**config.mk**
```make
export PLATFORM = sky130hd
export DESIGN_NAME = mem_arbiter
export DESIGN_NICKNAME = d
export VERILOG_FILES = /design/src/rtl/mem_pkg.sv /design/src/rtl/mem_arbiter_starve_counter.sv /design/src/rtl/mem_arbiter.sv
export SDC_FILE = /design/constraint.sdc
export NUM_CORES = 1
export LEC_CHECK = 0
export BUFFER_PORTS_ARGS = -buffer_cell sky130_fd_sc_hd__buf_4
export CAP_MARGIN = 10
export CORE_MARGIN = 8
export CORE_UTILIZATION = 30
export DETAILED_ROUTE_END_ITERATION = 8
export HOLD_SLACK_MARGIN = 0.06
export PLACE_DENSITY = 0.62
export REMOVE_ABC_BUFFERS = 1
export SETUP_SLACK_MARGIN = 0.02
export SYNTH_ARGS = -nofsm -noshare
export SYNTH_HDL_FRONTEND = slang
export SYNTH_SLANG_ARGS = --single-unit
export TNS_END_PERCENT = 100
```
**constraint.sdc**
```tcl
create_clock -name clk_i -period 2 [get_ports clk_i]
set_input_delay 0.2 -clock clk_i [delete_from_list [all_inputs] [get_ports clk_i]]
set_output_delay 0.2 -clock clk_i [all_outputs]
set_load 0.005 [all_outputs]
```
**src/rtl/mem_pkg.sv**
```systemverilog
// rtl/mem_pkg.sv - shared types and default widths for the memory arbiter
package mem_pkg;

   localparam int MEM_ADDR_WIDTH   = 32;
   localparam int MEM_DATA_WIDTH   = 32;
   localparam int MEM_STARVE_LIMIT = 4;

   typedef enum logic [2:0] {
      IDLE   = 3'd0,
      I_REQ  = 3'd1,
      I_RESP = 3'd2,
      D_REQ  = 3'd3,
      D_RESP = 3'd4
   } arb_state_e;

endpackage

```
**src/rtl/mem_arbiter_starve_counter.sv**
```systemverilog
// rtl/mem_arbiter_starve_counter.sv - saturating count of data grants taken while a fetch waits
module starve_counter #(
   parameter int STARVE_LIMIT = 4
) (
   input  logic clk_i,
   input  logic rst_i,
   input  logic inc_i,
   input  logic clr_i,
   output logic at_limit_o
);

   localparam int CW = (STARVE_LIMIT < 1) ? 1 : $clog2(STARVE_LIMIT + 1);

   logic [CW-1:0] cnt_q;
   logic [CW-1:0] cnt_d;

   assign at_limit_o = (cnt_q == CW'(STARVE_LIMIT));

   // Clear wins over increment; the count never runs past the limit.
   always_comb begin
      cnt_d = cnt_q;
      if (clr_i) begin
         cnt_d = '0;
      end else if (inc_i && !at_limit_o) begin
         cnt_d = cnt_q + CW'(1);
      end
   end

   always_ff @(posedge clk_i) begin
      if (rst_i) begin
         cnt_q <= '0;
      end else begin
         cnt_q <= cnt_d;
      end
   end

endmodule

```
**src/rtl/mem_arbiter.sv**
```systemverilog
// rtl/mem_arbiter.sv - shares one memory port between instruction fetch and load/store
module mem_arbiter
   import mem_pkg::*;
#(
   parameter int ADDR_WIDTH   = MEM_ADDR_WIDTH,
   parameter int DATA_WIDTH   = MEM_DATA_WIDTH,
   parameter int STARVE_LIMIT = MEM_STARVE_LIMIT
) (
   input  logic                  clk_i,
   input  logic                  rst_i,
   input  logic                  imem_req_i,
   input  logic [ADDR_WIDTH-1:0] imem_addr_i,
   input  logic                  imem_flush_i,
   output logic [DATA_WIDTH-1:0] imem_rdata_o,
   output logic                  imem_ready_o,
   input  logic                  dmem_req_i,
   input  logic                  dmem_we_i,
   input  logic [ADDR_WIDTH-1:0] dmem_addr_i,
   input  logic [DATA_WIDTH-1:0] dmem_wdata_i,
   output logic [DATA_WIDTH-1:0] dmem_rdata_o,
   output logic                  dmem_ready_o,
   output logic                  mem_req_o,
   output logic                  mem_we_o,
   output logic [ADDR_WIDTH-1:0] mem_addr_o,
   output logic [DATA_WIDTH-1:0] mem_wdata_o,
   input  logic                  mem_gnt_i,
   input  logic                  mem_rvalid_i,
   input  logic [DATA_WIDTH-1:0] mem_rdata_i,
   output logic                  stall_if_o,
   output logic                  stall_mem_o,
   output logic                  busy_o
);

   arb_state_e            state_q;
   logic                  mem_req_q;
   logic                  mem_we_q;
   logic [ADDR_WIDTH-1:0] mem_addr_q;
   logic [DATA_WIDTH-1:0] mem_wdata_q;
   logic                  busy_q;
   logic                  drop_q;
   logic [DATA_WIDTH-1:0] imem_hold_q;
   logic [DATA_WIDTH-1:0] imem_hold_d;
   logic [DATA_WIDTH-1:0] dmem_hold_q;
   logic [DATA_WIDTH-1:0] dmem_hold_d;

   logic at_limit;
   logic pick_data;
   logic pick_fetch;
   logic cnt_inc;
   logic cnt_clr;
   logic imem_resp;
   logic dmem_resp;

   // Data wins unless fetch has already been passed over STARVE_LIMIT times.
   assign pick_data  = dmem_req_i && (!imem_req_i || !at_limit);
   assign pick_fetch = !pick_data && imem_req_i;
   assign cnt_inc    = (state_q == IDLE) && pick_data && imem_req_i;
   assign cnt_clr    = (state_q == IDLE) && (pick_fetch || !imem_req_i);

   starve_counter #(
      .STARVE_LIMIT (STARVE_LIMIT)
   ) u_starve_counter (
      .clk_i      (clk_i),
      .rst_i      (rst_i),
      .inc_i      (cnt_inc),
      .clr_i      (cnt_clr),
      .at_limit_o (at_limit)
   );

   assign imem_resp = (state_q == I_RESP) && mem_rvalid_i && !rst_i;
   assign dmem_resp = (state_q == D_RESP) && mem_rvalid_i && !rst_i;

   // A redirect arriving together with the response still discards it.
   assign imem_ready_o = imem_resp && !drop_q && !imem_flush_i;
   assign dmem_ready_o = dmem_resp;

   assign imem_rdata_o = imem_resp ? mem_rdata_i : imem_hold_q;
   assign dmem_rdata_o = dmem_resp ? mem_rdata_i : dmem_hold_q;

   assign imem_hold_d = imem_ready_o ? mem_rdata_i : imem_hold_q;
   assign dmem_hold_d = dmem_ready_o ? mem_rdata_i : dmem_hold_q;

   assign mem_req_o   = mem_req_q;
   assign mem_we_o    = mem_we_q;
   assign mem_addr_o  = mem_addr_q;
   assign mem_wdata_o = mem_wdata_q;
   assign busy_o      = busy_q;

   assign stall_if_o  = imem_req_i && !imem_ready_o;
   assign stall_mem_o = dmem_req_i && !dmem_ready_o;

   always_ff @(posedge clk_i) begin
      if (rst_i) begin
         imem_hold_q <= '0;
         dmem_hold_q <= '0;
      end else begin
         imem_hold_q <= imem_hold_d;
         dmem_hold_q <= dmem_hold_d;
      end
   end

   always_ff @(posedge clk_i) begin
      if (rst_i) begin
         state_q     <= IDLE;
         mem_req_q   <= 1'b0;
         mem_we_q    <= 1'b0;
         mem_addr_q  <= '0;
         mem_wdata_q <= '0;
         busy_q      <= 1'b0;
         drop_q      <= 1'b0;
      end else begin
         case (state_q)
            IDLE: begin
               if (pick_data) begin
                  state_q     <= D_REQ;
                  mem_req_q   <= 1'b1;
                  mem_we_q    <= dmem_we_i;
                  mem_addr_q  <= dmem_addr_i;
                  mem_wdata_q <= dmem_wdata_i;
                  busy_q      <= 1'b1;
               end else if (pick_fetch) begin
                  state_q    <= I_REQ;
                  mem_req_q  <= 1'b1;
                  mem_we_q   <= 1'b0;
                  mem_addr_q <= imem_addr_i;
                  busy_q     <= 1'b1;
               end
            end
            I_REQ: begin
               if (mem_gnt_i) begin
                  state_q   <= I_RESP;
                  mem_req_q <= 1'b0;
                  drop_q    <= imem_flush_i;
               end else if (imem_flush_i) begin
                  // Not yet accepted, so the fetch can be withdrawn outright.
                  state_q   <= IDLE;
                  mem_req_q <= 1'b0;
                  busy_q    <= 1'b0;
               end
            end
            I_RESP: begin
               if (mem_rvalid_i) begin
                  state_q <= IDLE;
                  busy_q  <= 1'b0;
                  drop_q  <= 1'b0;
               end else if (imem_flush_i) begin
                  drop_q <= 1'b1;
               end
            end
            D_REQ: begin
               if (mem_gnt_i) begin
                  state_q   <= D_RESP;
                  mem_req_q <= 1'b0;
               end
            end
            D_RESP: begin
               if (mem_rvalid_i) begin
                  state_q <= IDLE;
                  busy_q  <= 1'b0;
               end
            end
            default: begin
               state_q   <= IDLE;
               mem_req_q <= 1'b0;
               busy_q    <= 1'b0;
               drop_q    <= 1'b0;
            end
         endcase
      end
   end

endmodule

```
==> results of run 1 <==
flip-flops by register name, summed over array words and instances (netlist names):
name and cells:
u_starve_counter.cnt_q 3, state_q 3, mem_we_o 1, imem_hold_q 32, busy_o 1, mem_wdata_o 32, mem_addr_o 32, drop_q 1
mem_req_o 1, dmem_hold_q 32
worst min-delay path, stage by stage:
cell and delay [ns]:
buf_4 0.11, a21oi_1 0.12, a211oi_1 0.07
cell families (layout without fill, tap and decap cells):
kind of cell / Yosys count / after routing / share of synthesized area (%)
simple gates: 269 / 269 / 19.8
compound gates: 154 / 154 / 16.9
flops: 138 / 138 / 45.6
mux: 65 / 65 / 12.0
buf+inv: 64 / 437 / 5.08
fa+ha+maj: 2 / 2 / 0.413
xor+xnor: 1 / 1 / 0.144
cell type report:
class                           instances  area [µm²]  area share [%]
Clock inverter                         15         189            1.78
Sequential cell                       138        2770            26.1
Clock buffer                           17         425            4.01
Multi-Input combinational cell        491        3210            30.3
Timing Repair Buffer                  397        3640            34.3
Inverter                                8        30.0           0.283
Tap cell                              270         338            3.19
how the worst min path moves through the flow:
stage	from	to	cells after the start
after CTS	dmem_addr_i[17]	mem_addr_o[17]	3
final	dmem_addr_i[18]	mem_addr_o[18]	3
after floorplan	rst_i	mem_addr_o[0]	1
after global placement	imem_hold_q[25]	imem_hold_q[25]	2
after detailed placement	imem_hold_q[12]	imem_hold_q[12]	2
after global routing	dmem_addr_i[18]	mem_addr_o[18]	3
layer usage:
metal / up-vias / GRT usage, %
li1: 3048 / -
met1: 2947 / 20.5
met2: 187 / 29.3
met3: 45 / 4.83
met4: 0 / 7.77
met5: - / 0
power by group:
part	internal, W	switching, W
registers	0.00296	0.000115
clock network	0.00199	0.00134
logic	0.00102	0.000894
through the flow:
step / std cells / setup WS [ns]
finish: 1336 / -0.158
global route: 1336 / -0.212
CTS: 1338 / -0.179
detailed placement: 1195 / 0.207
global placement: 1195 / 0.242
floorplan: 637 / -0.281
repair_timing:
item                       CTS  global route
pin swaps                    1             3
buffers inserted             8             2
resized for setup           96            38
hold endpoints to repair    97             0
setup endpoints to repair   65           101
hold buffers                97             0
gates cloned                 6             0
placed cells by master (no fill, tap or decap), types with 3 or more instances in the layout:
| master | n |
|---|---|
| mux2_4 | 54 |
| clkbuf_16 | 17 |
| clkinvlp_4 | 3 |
| nor3_1 | 6 |
| dfxtp_1 | 135 |
| o21ai_0 | 5 |
| buf_16 | 3 |
| bufinv_16 | 3 |
| buf_6 | 58 |
| nor2_1 | 40 |
| a211oi_2 | 29 |
| dlygate4sd3_1 | 97 |
| inv_1 | 7 |
| a211oi_1 | 3 |
| nand3_1 | 5 |
| a21oi_1 | 105 |
| inv_6 | 4 |
| buf_12 | 11 |
| buf_4 | 228 |
| mux2_2 | 10 |
| nor2b_1 | 34 |
| nand2_1 | 167 |
| nor3b_1 | 4 |
==> impl_results.md, run 1 <==
* Status: finished, violations left
* Violated checks: negative setup slack
* Total track usage at between 15 and 20%
* Capture point of the critical path: imem_rdata_o[18]
* DP Area at approximately 0.0084 mm²
* Crit-path max FO at 8
* Initial Utilization at a little under a third
* Static Leakage at approximately 4.7 nW
* FF-to-FF End: mem_addr_o[22]
* Total power at ~0.0083 W
* Iter 0 DRT Violations at about 370
* Detail Route Antenna Nets at 0
* CTS Buf Count at 17
* WS Path Type: reg2out
* Root buf cell: clkbuf_16
* Area leader, netlist: dfxtp_1
* Synth top cells by count: nand2_1, dfxtp_1, a21oi_1
* Count of endpoints failing setup in the final report at 64
* Worst Path Buf+Inv at 3
* Vias at a little over 6000
* Worst setup margin at -0.158 ns
* Reg-to-reg setup timing slack at roughly 0.05 ns
* Global-route wire length before repair at roughly 34000 µm
* EDFF count, synth at 0
* Critical-path top delay cell: dfxtp_4
* Max-Slew Margin vs Limit at 51.5%
* IO Port Bufs at 270
* Worst path max stage delay at about 0.34 ns
* Crit path launch type: register
* Full die area at approximately 0.025 mm²
* Fraction of registers with async set/reset at 0%
* Finished Core Util at between 50% and 60%
* Final worst-path cycle share at 108%
* Met1 wire length at between 9000 and 10000 µm
* Fin. Hold Viols at 0
* Initial DRT Pass Iterations at 4
* Synth top area share at 45.6%
* Setup tns final at -5.75 ns
* Largest delay share family, worst path: simple AND/OR/NAND/NOR gates
* Mapped Cells at 693
* Total Wirelength at between 20000 and 25000 µm
* Initial antenna violation count at 0
* Vias in the first global route at ~6500
* CTS tree: done
* Synthesized area at ~0.006 mm²
* Clock sink count at roughly 140
* Worst Tran Pin Value at slightly above 0.7 ns
* Die width at ~160 µm
* #FFs+latches synth at around 140
* Slew Viols, Final at 0
* Required time of the worst setup path at 1.80 ns
* Pin count of the biggest net entering global routing at about 140
* Skew final at between 0.007 and 0.008 ns
* Worst path depth at 6
* H-Tree Depth at 4
* Count leader, synth: nand2_1
* Clock-pin slew on the worst setup and hold paths at around 0.06 ns
* Final hold slack at between 0.1 and 0.15 ns
* Gr ovfl total at 0
* Detailed placement HPWL at between 10000 and 15000 µm
* Sequential-to-total area share from yosys stat at 45.6%
* Avg Vias per Cell at ~4.7
* Synth Flop Type: dfxtp_1
* Pwr/cell area at approximately 800 mW/mm²
* Fin crit period at around 2.2 ns
* CP startpoint: state_q[2]
* Die H at between 150 and 200 µm
* Met3 routed WL at between 1000 and 1500 µm
* Max IR drop VDD at approximately 0.00054 V
* Final-stage net count at between 1000 and 1500
* Max-cap violations at 0
* Final Cell Area at ~0.011 mm²
* Distinct cells, synth at 42
* GPL Wtd Cong at roughly 0.75
* Ports at around 270
* Mean area per synthesized cell at a little under 9 µm²
* Rows at 52
* Worst setup EP type: output port
* Worst-case clock buffer depth at 2
* N_diodes at 0
* Syn. warnings at 0
* # fillers at 1814
* FMAX at between 400 and 500 MHz
* Worst-Skew Late Latency at 0.42 ns
* Total core area at about 0.020 mm²
* Detailed-route DRC error count at 0
* R2r startpoint: state_q[2]
* Worst EP arrival at a little under 2 ns
* RSZ-0062 raised after global routing: yes
* Crit path cell chain: and4bb_1 -> and2_4 -> buf_12 -> buf_16 -> mux2_4 -> buf_6
* Layout cell share with drive strength beyond 1 at approximately 41%
* Met2 Wirelength at between 10000 and 15000 µm
* Drt wl/cell at approximately 17 µm
* Uppermost layer routed: met4
* Worst hold path class: in2reg
* Synth top area cells: dfxtp_1, nand2_1, a21oi_1
* Syn-to-layout area delta at 74.8%
* Reg2Reg Depth at 8
(Power assumes the default switching activity.)
==> run 2: changes to the inputs <==
--- a/config.mk
+++ b/config.mk
@@ -5,7 +5,7 @@
 export SDC_FILE = /design/constraint.sdc
 export NUM_CORES = 1
 export LEC_CHECK = 0
-export BUFFER_PORTS_ARGS = -buffer_cell sky130_fd_sc_hd__buf_4
+export BUFFER_PORTS_ARGS = -buffer_cell sky130_fd_sc_hd__buf_2
 export CAP_MARGIN = 10
 export CORE_MARGIN = 8
 export CORE_UTILIZATION = 30
==> impl_results.md, run 2 (same netlist as run 1, synthesis figures left out) <==
* Status: finished, violations left
* Violated checks: negative setup slack
* Max-Slew Margin vs Limit at 49.9% (-1.6 points)
* Total track usage at 17.0% (-0.42 points)
* Full die area at 0.0250 mm² (unchanged)
* Static Leakage at 4.51 nW (-3.3%)
* Worst setup margin at -0.103 ns (+0.0555 ns)
* Worst setup EP type: output port
* Ports at 271 (unchanged)
* RSZ-0062 raised after global routing: yes
* Detailed-route DRC error count at 0 (unchanged)
* CTS tree: done
* Slew Viols, Final at 0 (unchanged)
* Pin count of the biggest net entering global routing at 137 (-1.4%)
* IO Port Bufs at 270 (unchanged)
* Detail Route Antenna Nets at 0 (unchanged)
* Most common cell after layout, fill and taps aside: buf_2
* Pwr/cell area at 833 mW/mm² (+6.2%)
* Required time of the worst setup path at 1.80 ns (about the same)
* Worst EP arrival at 1.90 ns (-0.06 ns)
* GPL Wtd Cong at 0.758 (+0.46%)
* Clock sink count at 138 (unchanged)
* Total Wirelength at 22000 µm (-2.4%)
* Worst path max stage delay at 0.35 ns (about the same)
* DP Area at 0.00771 mm² (-8.2%)
* Total power at 0.00819 W (-1.5%)
* Gr ovfl total at 0 (unchanged)
* Die H at 158 µm (unchanged)
* Largest delay share family, worst path: simple AND/OR/NAND/NOR gates
* Initial Utilization at 30.3% (unchanged)
* H-Tree Depth at 4 (unchanged)
* Crit-path max FO at 13 (+5)
* Vias in the first global route at 6341 (-2.3%)
* Clock-pin slew on the worst setup and hold paths at 0.06 ns (about the same)
* Vias at 6218 (-0.14%)
* WS Path Type: reg2out
* Rows at 52 (unchanged)
* # fillers at 1925 (+6.1%)
* Die width at 158 µm (unchanged)
* Syn-to-layout area delta at 62.1%
* Worst hold path class: in2reg
* Global-route wire length before repair at 33600 µm (-1.9%)
* Initial DRT Pass Iterations at 4 (unchanged)
* Final worst-path cycle share at 105% (-2.8 points)
* Fin. Hold Viols at 0 (unchanged)
* Iter 0 DRT Violations at 444 (+21%)
* Critical-path top delay cell: dfxtp_4
* Final Cell Area at 0.00983 mm² (-7.3%)
* Max-cap violations at 0 (unchanged)
* Count of endpoints failing setup in the final report at 57 (-11%)
* Drt wl/cell at 16.4 µm (-2.6%)
* Skew final at 0.00532 ns (-0.00226 ns)
* Worst-Skew Late Latency at 0.42 ns (about the same)
* Detailed placement HPWL at 13100 µm (-3.9%)
* Root buf cell: clkbuf_16
* Total core area at 0.0200 mm² (unchanged)
* Worst Path Buf+Inv at 2 (-1)
* Crit path launch type: register
* Max IR drop VDD at 0.000527 V (-2.1%)
* Initial antenna violation count at 3 (+3)
* Worst Tran Pin Value at 0.751 ns (+0.0239 ns)
* Most frequent cells in the layout: buf_2, nand2_1, dfxtp_1
* Layout cell share with drive strength beyond 1 at 38.9% (-2.1 points)
* Fin crit period at 2.10 ns (-0.0555 ns)
* Avg Vias per Cell at 4.64 (-0.37%)
* Final-stage net count at 1191 (unchanged)
* CTS Buf Count at 17 (unchanged)
* FMAX at 476 MHz (+2.6%)
* Crit path cell chain: and4bb_1 -> and2_4 -> buf_12 -> mux2_1 -> buf_2
* Worst-case clock buffer depth at 2 (unchanged)
-- run 2: changes by cell type in the layout (fill, tap and decap cells not counted), sizes merged --
cell | previous run | this run
buf | 300 | 299
bufinv | 3 | 4
clkinv | 3 | 2
diode | 0 | 3
dlygate4sd3 | 97 | 98
-- run 2: path summary, 6_finish.rpt --
| check | cells past startpoint | slack [ns] | startpoint | to |
|---|---|---|---|---|
| setup / recovery | 5 | -0.10 | state_q[2] | imem_rdata_o[4] |
| hold / removal | 3 | 0.11 | dmem_addr_i[18] | mem_addr_o[18] |
| setup reg to reg | 6 | 0.23 | state_q[0] | mem_addr_o[20] |
| hold reg to reg | 2 | 0.45 | mem_wdata_o[15] | mem_wdata_o[15] |
-- run 2: cell type report --
type	count	area (µm²)	area share (%)
Tap cell	270	338	3.44
Clock buffer	17	425	4.33
Multi-Input combinational cell	491	3100	31.5
Antenna cell	3	7.51	0.0764
Inverter	8	30.0	0.306
Clock inverter	15	214	2.18
Sequential cell	138	2770	28.2
Timing Repair Buffer	397	2940	29.9
-- run 2: routing by layer --
metal  share of wire, %  GRT usage (%)
met3                5.7           4.23
met5                  0              0
met4                4.0           9.21
met2                 49           28.4
met1                 41           19.8
-- run 2: stage by stage --
stage,setup TNS [ns],util (%),hold slack (ns),setup slack [ns],std cells
2_1_floorplan,-16.70,-,0.265,-0.281,637
3_3_place_gp,0,38.5,0.439,0.256,1194
3_5_place_dp,0,38.5,0.443,0.233,1194
4_1_cts,-3.39,48.3,0.0859,-0.109,1334
5_1_grt,-7.48,49.0,0.125,-0.184,1339
6_report,-3.48,49.0,0.113,-0.103,1339
-- run 2: report_power, final --
part	internal [W]	total (W)	switching, W
clock network	0.00212	0.00345	0.00133
registers	0.00296	0.00307	0.000108
logic	0.000804	0.00167	0.000871
-- run 2: worst reg2reg max path, cell delays in order (launching register included) --
cell and delay (ns):
dfxtp_4 0.36, buf_4 0.14, or3_1 0.53, nor2_8 0.17
buf_12 0.19, nor2_1 0.09, a211oi_2 0.20
-- run 2: timing repair --
item | 4_1_cts | 5_1_grt
buffers inserted | 7 | 2
cloned | 4 | 0
pin swaps | 2 | 2
setup endpoints to repair | 66 | 65
hold buffers | 98 | 0
resized for setup | 47 | 27
endpoints found under the hold margin | 99 | 0
